### src/rtl/rgb_pwm_sequencer.sv
// rtl/rgb_pwm_sequencer.sv - multi-channel PWM LED driver with breathing envelope and colour sequencer
// Define RGB_PWM_GAMMA_EN to square the duty (after breathing) before it is loaded into the shadow.
module rgb_pwm_sequencer #(
  parameter int CH       = 3,
  parameter int PWM_W    = 8,
  parameter int STEPS    = 7,
  parameter int BREATH_W = 8,
  parameter int PRESC_W  = 16,
  parameter int HOLD_W   = 16
) (
  input  logic                            clk,
  input  logic                            rst,
  input  logic                            en,
  input  logic [1:0]                      mode,
  input  logic [PRESC_W-1:0]              prescale,
  input  logic [HOLD_W-1:0]               hold_frames,
  input  logic [STEPS*CH*PWM_W-1:0]       duty_bank,
  output logic [CH-1:0]                   pwm_out,
  output logic                            frame_tick,
  output logic [$clog2(STEPS)-1:0]        step_idx,
  output logic [BREATH_W-1:0]             level
);

  localparam int STEP_W = $clog2(STEPS);
  localparam logic [BREATH_W-1:0] LVL_MAX = {BREATH_W{1'b1}};
  localparam logic [PWM_W-1:0]    CNT_MAX = {PWM_W{1'b1}};

  typedef enum logic {UP = 1'b0, DOWN = 1'b1} dir_t;

  dir_t                dir_q, dir_d;
  logic [PRESC_W-1:0]  presc_cnt;
  logic [PWM_W-1:0]    pwm_cnt;
  logic [HOLD_W-1:0]   hold_cnt, hold_d, hold_max;
  logic [STEP_W-1:0]   step_d, step_next;
  logic [BREATH_W-1:0] level_d;
  logic                breath_zero;
  logic                tick;
  logic [1:0]          mode_sh;
  logic [PWM_W-1:0]    duty_sh  [CH];
  logic [PWM_W-1:0]    eff_duty [CH];
  logic [PWM_W-1:0]    bank     [STEPS][CH];

  // Prescaler reaching its terminal count; >= keeps it from running away if prescale shrinks mid-count.
  assign tick       = en && (presc_cnt >= prescale);
  assign frame_tick = tick && (pwm_cnt == CNT_MAX);

  // Unpack the flat colour bank into [entry][channel].
  for (genvar s = 0; s < STEPS; s++) begin : g_step
    for (genvar c = 0; c < CH; c++) begin : g_bch
      assign bank[s][c] = duty_bank[(s*CH+c)*PWM_W +: PWM_W];
    end
  end

  // Per-channel effective duty: optional breathing scale, then optional gamma.
  for (genvar c = 0; c < CH; c++) begin : g_ch
    logic [PWM_W-1:0]          raw;
    logic [PWM_W+BREATH_W-1:0] scaled;
    logic [PWM_W-1:0]          lin;
    assign raw    = bank[step_idx][c];
    assign scaled = (PWM_W+BREATH_W)'(raw) * (PWM_W+BREATH_W)'(level);
    assign lin    = mode_sh[0] ? PWM_W'(scaled >> BREATH_W) : raw;
`ifdef RGB_PWM_GAMMA_EN
    logic [2*PWM_W-1:0] sq;
    assign sq          = (2*PWM_W)'(lin) * (2*PWM_W)'(lin);
    assign eff_duty[c] = (&lin) ? lin : PWM_W'(sq >> PWM_W);
`else
    assign eff_duty[c] = lin;
`endif
  end

  // Prescaler and PWM frame counter; both freeze while disabled.
  always_ff @(posedge clk or posedge rst) begin
    if (rst) begin
      presc_cnt <= '0;
      pwm_cnt   <= '0;
    end else if (en) begin
      if (tick) begin
        presc_cnt <= '0;
        pwm_cnt   <= pwm_cnt + PWM_W'(1);
      end else begin
        presc_cnt <= presc_cnt + PRESC_W'(1);
      end
    end
  end

  // Frame-synchronous shadow load and registered PWM compare.
  always_ff @(posedge clk or posedge rst) begin
    if (rst) begin
      mode_sh <= 2'b00;
      pwm_out <= '0;
      for (int c = 0; c < CH; c++) duty_sh[c] <= '0;
    end else begin
      if (frame_tick) begin
        mode_sh <= mode;
        for (int c = 0; c < CH; c++) duty_sh[c] <= eff_duty[c];
      end
      for (int c = 0; c < CH; c++)
        pwm_out[c] <= en && ((&duty_sh[c]) || (pwm_cnt < duty_sh[c]));
    end
  end

  assign hold_max  = (hold_frames == '0) ? HOLD_W'(1) : hold_frames;
  assign step_next = (step_idx == STEP_W'(STEPS-1)) ? '0 : step_idx + STEP_W'(1);

  // Next-state for breathing direction/level and the colour-step sequencer (uses the old mode_sh).
  always_comb begin
    dir_d       = dir_q;
    level_d     = level;
    step_d      = step_idx;
    hold_d      = hold_cnt;
    breath_zero = 1'b0;
    if (frame_tick && mode_sh[0]) begin
      if (dir_q == UP) begin
        if (level == LVL_MAX) begin
          dir_d   = DOWN;
          level_d = LVL_MAX - BREATH_W'(1);
        end else begin
          level_d = level + BREATH_W'(1);
        end
      end else begin
        if (level == '0) begin
          dir_d   = UP;
          level_d = BREATH_W'(1);
        end else begin
          level_d     = level - BREATH_W'(1);
          breath_zero = (level == BREATH_W'(1));
        end
      end
    end
    if (en && !mode_sh[1]) begin
      hold_d = '0;
    end else if (frame_tick && mode_sh[1]) begin
      if (mode_sh[0]) begin
        hold_d = '0;
        if (breath_zero) step_d = step_next;
      end else if (hold_cnt >= hold_max - HOLD_W'(1)) begin
        hold_d = '0;
        step_d = step_next;
      end else begin
        hold_d = hold_cnt + HOLD_W'(1);
      end
    end
  end

  // State register for the breathing FSM and sequencer.
  always_ff @(posedge clk or posedge rst) begin
    if (rst) begin
      dir_q    <= UP;
      level    <= '0;
      step_idx <= '0;
      hold_cnt <= '0;
    end else begin
      dir_q    <= dir_d;
      level    <= level_d;
      step_idx <= step_d;
      hold_cnt <= hold_d;
    end
  end

endmodule

### config.mk
export PLATFORM = sky130hd
export DESIGN_NAME = rgb_pwm_sequencer
export DESIGN_NICKNAME = d
export VERILOG_FILES = /design/src/rtl/rgb_pwm_sequencer.sv
export SDC_FILE = /design/constraint.sdc
export NUM_CORES = 1
export LEC_CHECK = 0
export BUFFER_PORTS_ARGS = -buffer_cell sky130_fd_sc_hd__buf_2
export CORE_MARGIN = 4
export CORE_UTILIZATION = 50
export DETAILED_ROUTE_END_ITERATION = 16
export PLACE_DENSITY = 0.74
export SYNTH_ARGS = -nofsm -noshare
export SYNTH_HDL_FRONTEND = slang
export SYNTH_SLANG_ARGS = --single-unit
### constraint.sdc
create_clock -name clk -period 6.1 [get_ports clk]
set_input_delay 0.915 -clock clk [delete_from_list [all_inputs] [get_ports clk]]
set_output_delay 0.915 -clock clk [all_outputs]
set_load 0.005 [all_outputs]
==> flow_summary.yaml <==
drt:
  avgRoutedWirePerCell_microns: 17.48
  vias_per_cell: 5.660
  wl_microns: 34320
  drc: 0
  vias: 11110
  dr.pass1.iters: 5
  drtIter0Drc: 543
  antenna_left: 0
final_layout:
  area_delta_synth_final_pct: 15.47
  diodes: 0
  final_area_sq_mm: 0.01468
  layout.nets: 2098
  layout_commonest_cell: "buf_2"
  layout_common_cells: "buf_2, inv_1, ha_1, fa_1, nor2_1"
  nFillCells: 2229
  drive_above_1_share_pct: 21.68
global_route:
  grt_first_pass_wirelength_microns: 56570
  grt_max_degree: 82
  grt_usage_pct: 24.45
  antenna_found_initial: 0
  grt_pass1_vias: 11640
  overflow: 0
timing:
  tightest_slew_ps: 1084
  max_freq_mhz: 172.1
  maxSlewHeadroom_pct: 27.72
  setup_viol: 0
  hold_viol: 0
  min_period_ps: 5811
  timing.final.ws_setup_ps: 289.2
  rsz0062_at_grt: "true"
  timing.final.crit_share_pct: 95.26
  skew_ps: 5.813
  final_max_slew_viol_count: 0
setup_path:
  required_ps: 6290
  rr_endpoint: "duty_sh[14]"
  crit_path_start: "step_idx[2]"
  critPathCapture: "duty_sh[14]"
  end_kind: "register"
  worstRegToRegCells: 23
  critPathKind: "reg2reg"
  timing.rr.start: "step_idx[2]"
  worstPathArrival_ps: 6000
  worst-path-max-fanout: 14
  cp-start-kind: "register"
  r2r_slack_ps: 290
clock_tree:
  cts.clk_slew.worst_paths_ps: 70
  insertion_delay_ps: 340
  cts_tree: "done"
  clock_sinks: 81
  htree_levels: 3
  clock-root-buffer: "clkbuf_16"
  ctsHoldBuffers: 0
  cts.path.max_buffers: 2
  numCtsBuffers: 9
  ctsResizeCount: 0
  cts_setup_buffers: 0
outcome:
  outcome: "completed"
synth:
  syn_avg_cell_area_sq_um: 9.012
  synth-main-ff-cell: "dfrtp_1"
  syn_nets: 1881
  syn_inst: 1411
  synth-async-reset-ratio_pct: 100.0
  synth_edf_count: 0
  synth_seq_cells: 81
  ys_types: 72
  synth_seq_area_share_pct: 15.94
  ys_warn_count: 0
  synth.cell_area_sq_mm: 0.01272
placement:
  dp_hpwl_microns: 27540
  place_area_sq_mm: 0.01438
  gp_congestion: 0.9533
  pre_cts_ws_ps: -37.90
  port_buffers: 219
floorplanning:
  die_w_microns: 167.5
  start_util_pct: 50.64
  rows: 58
  die_h_microns: 167.5
  die_area_sq_mm: 0.02805
  core-area_sq_mm: 0.02511
  ios: 220
run:
  maxCapViolCount: 0
pwr:
  p_leak_nw: 7.653
  ir_worst_vdd_uv: 129.1
  p_per_area_mw_per_mm2: 92.44
hold_path:
  hold_path.class: "reg2reg"
==> kinds of logic after synthesis <==
| family | synth area share, % |
|---|---|
| AOI/OAI and AO/OA | 14.76 |
| xor gates and xnor gates | 4.270 |
| adders and majority gates | 32.27 |
| buffers and inverters | 7.429 |
| DFF | 15.94 |
| muxes | 7.281 |
| and+or+nand+nor | 18.05 |
==> how the worst min path moves through the flow <==
stage	start	to	slack, ps	cells after the start
floorplan	duty_sh[12]	duty_sh[12]	470	2
global placement	duty_sh[20]	duty_sh[20]	490	2
detailed placement	duty_sh[20]	duty_sh[20]	500	2
CTS	duty_sh[20]	duty_sh[20]	520	2
global route	duty_sh[20]	duty_sh[20]	540	2
finish	duty_sh[20]	duty_sh[20]	510	2
==> cells in the mapped netlist, drive strengths merged, types with 3 or more instances <==
master  number  share of area [%]
a21oi       57                2.3
nand3       29                1.1
and4         3               0.21
nor3        12               0.47
mux2        26                2.4
fa         105                 17
a31oi       11               0.59
a221o       19                1.5
mux2i       22                1.7
a22oi        5               0.41
nand2       73                2.2
o211a        3               0.24
a211oi       8               0.47
inv        174                5.1
a221oi       7                1.1
nor4        13               0.64
xor2        21                1.4
mux4        18                3.2
nand4       21                1.0
and2        35                1.7
a21o        31                1.8
nor2b       87                4.3
or3          3               0.15
o21ai       76                3.0
o21bai       4               0.24
xnor2       41                2.8
and3        20               0.98
dfrtp       81                 16
buf         21               0.96
a22o         5               0.34
a32oi        8               0.55
nand4b       3               0.21
clkbuf      45                1.3
nand2b      36                1.8
nor2        90                2.7
ha         160                 16
o211ai       7               0.41
==> cell type report <==
cell class | instances | area, sq um | area share, %
clock buffers | 10 | 229.0 | 1.559
clock inverters | 6 | 50.05 | 0.3409
inverters | 174 | 654.4 | 4.457
multi-input cells | 1090 | 9752 | 66.42
flip-flops and latches | 81 | 2029 | 13.82
well taps | 330 | 412.9 | 2.812
repair buffers | 272 | 1555 | 10.59
==> state kept, by name, indices dropped and copies added (netlist names) <==
register   flops
dir_q          1
pwm_cnt        8
pwm_out        3
step_idx       3
duty_sh       24
level          8
presc_cnt     16
hold_cnt      16
mode_sh        2
==> where the power goes <==
part,internal (W),switching [W]
Combinational,0.000127,0.000128
Clock,0.000282,0.000244
Sequential,0.000555,0.0000215
==> per-layer routing <==
metal	up-vias	share of wire, %	track usage [%]
li1	5298	-	-
met1	5343	42	30.86
met2	398	48	42.24
met3	71	5.7	3.163
met4	0	3.8	10.48
met5	-	0	0
==> critical path, cell delays in order (launching register included) <==
cell and delay [ps]:
dfrtp_1 440, inv_1 400, buf_4 250, a221o_1 120, o21ai_1 60, buf_4 150
buf_4 160, nand2b_1 160, fa_1 390, inv_1 100, fa_1 450, fa_1 550
inv_1 60, fa_1 530, inv_1 40, ha_1 360, a21oi_1 170, o211ai_1 120
a21o_1 210, a31oi_2 270, o221ai_2 190, a21oi_1 230, xor2_1 150, o21ai_0 80
==> through the flow <==
stage                     power (W)  TNS, ps  hold slack, ps  util, %  instances
final                      0.001357        0           512.5    58.48       1963
after global routing       0.001420   -47.66           538.4    58.48       1963
after CTS                  0.001370        0           518.4    58.37       1963
after detailed placement  0.0008405   -81.92           503.3    57.26       1947
after global placement    0.0008287        0           492.8    57.26       1947
after floorplan           0.0007027        0           471.0        -       1411
Note: power is estimated with default switching activity, not from simulation.
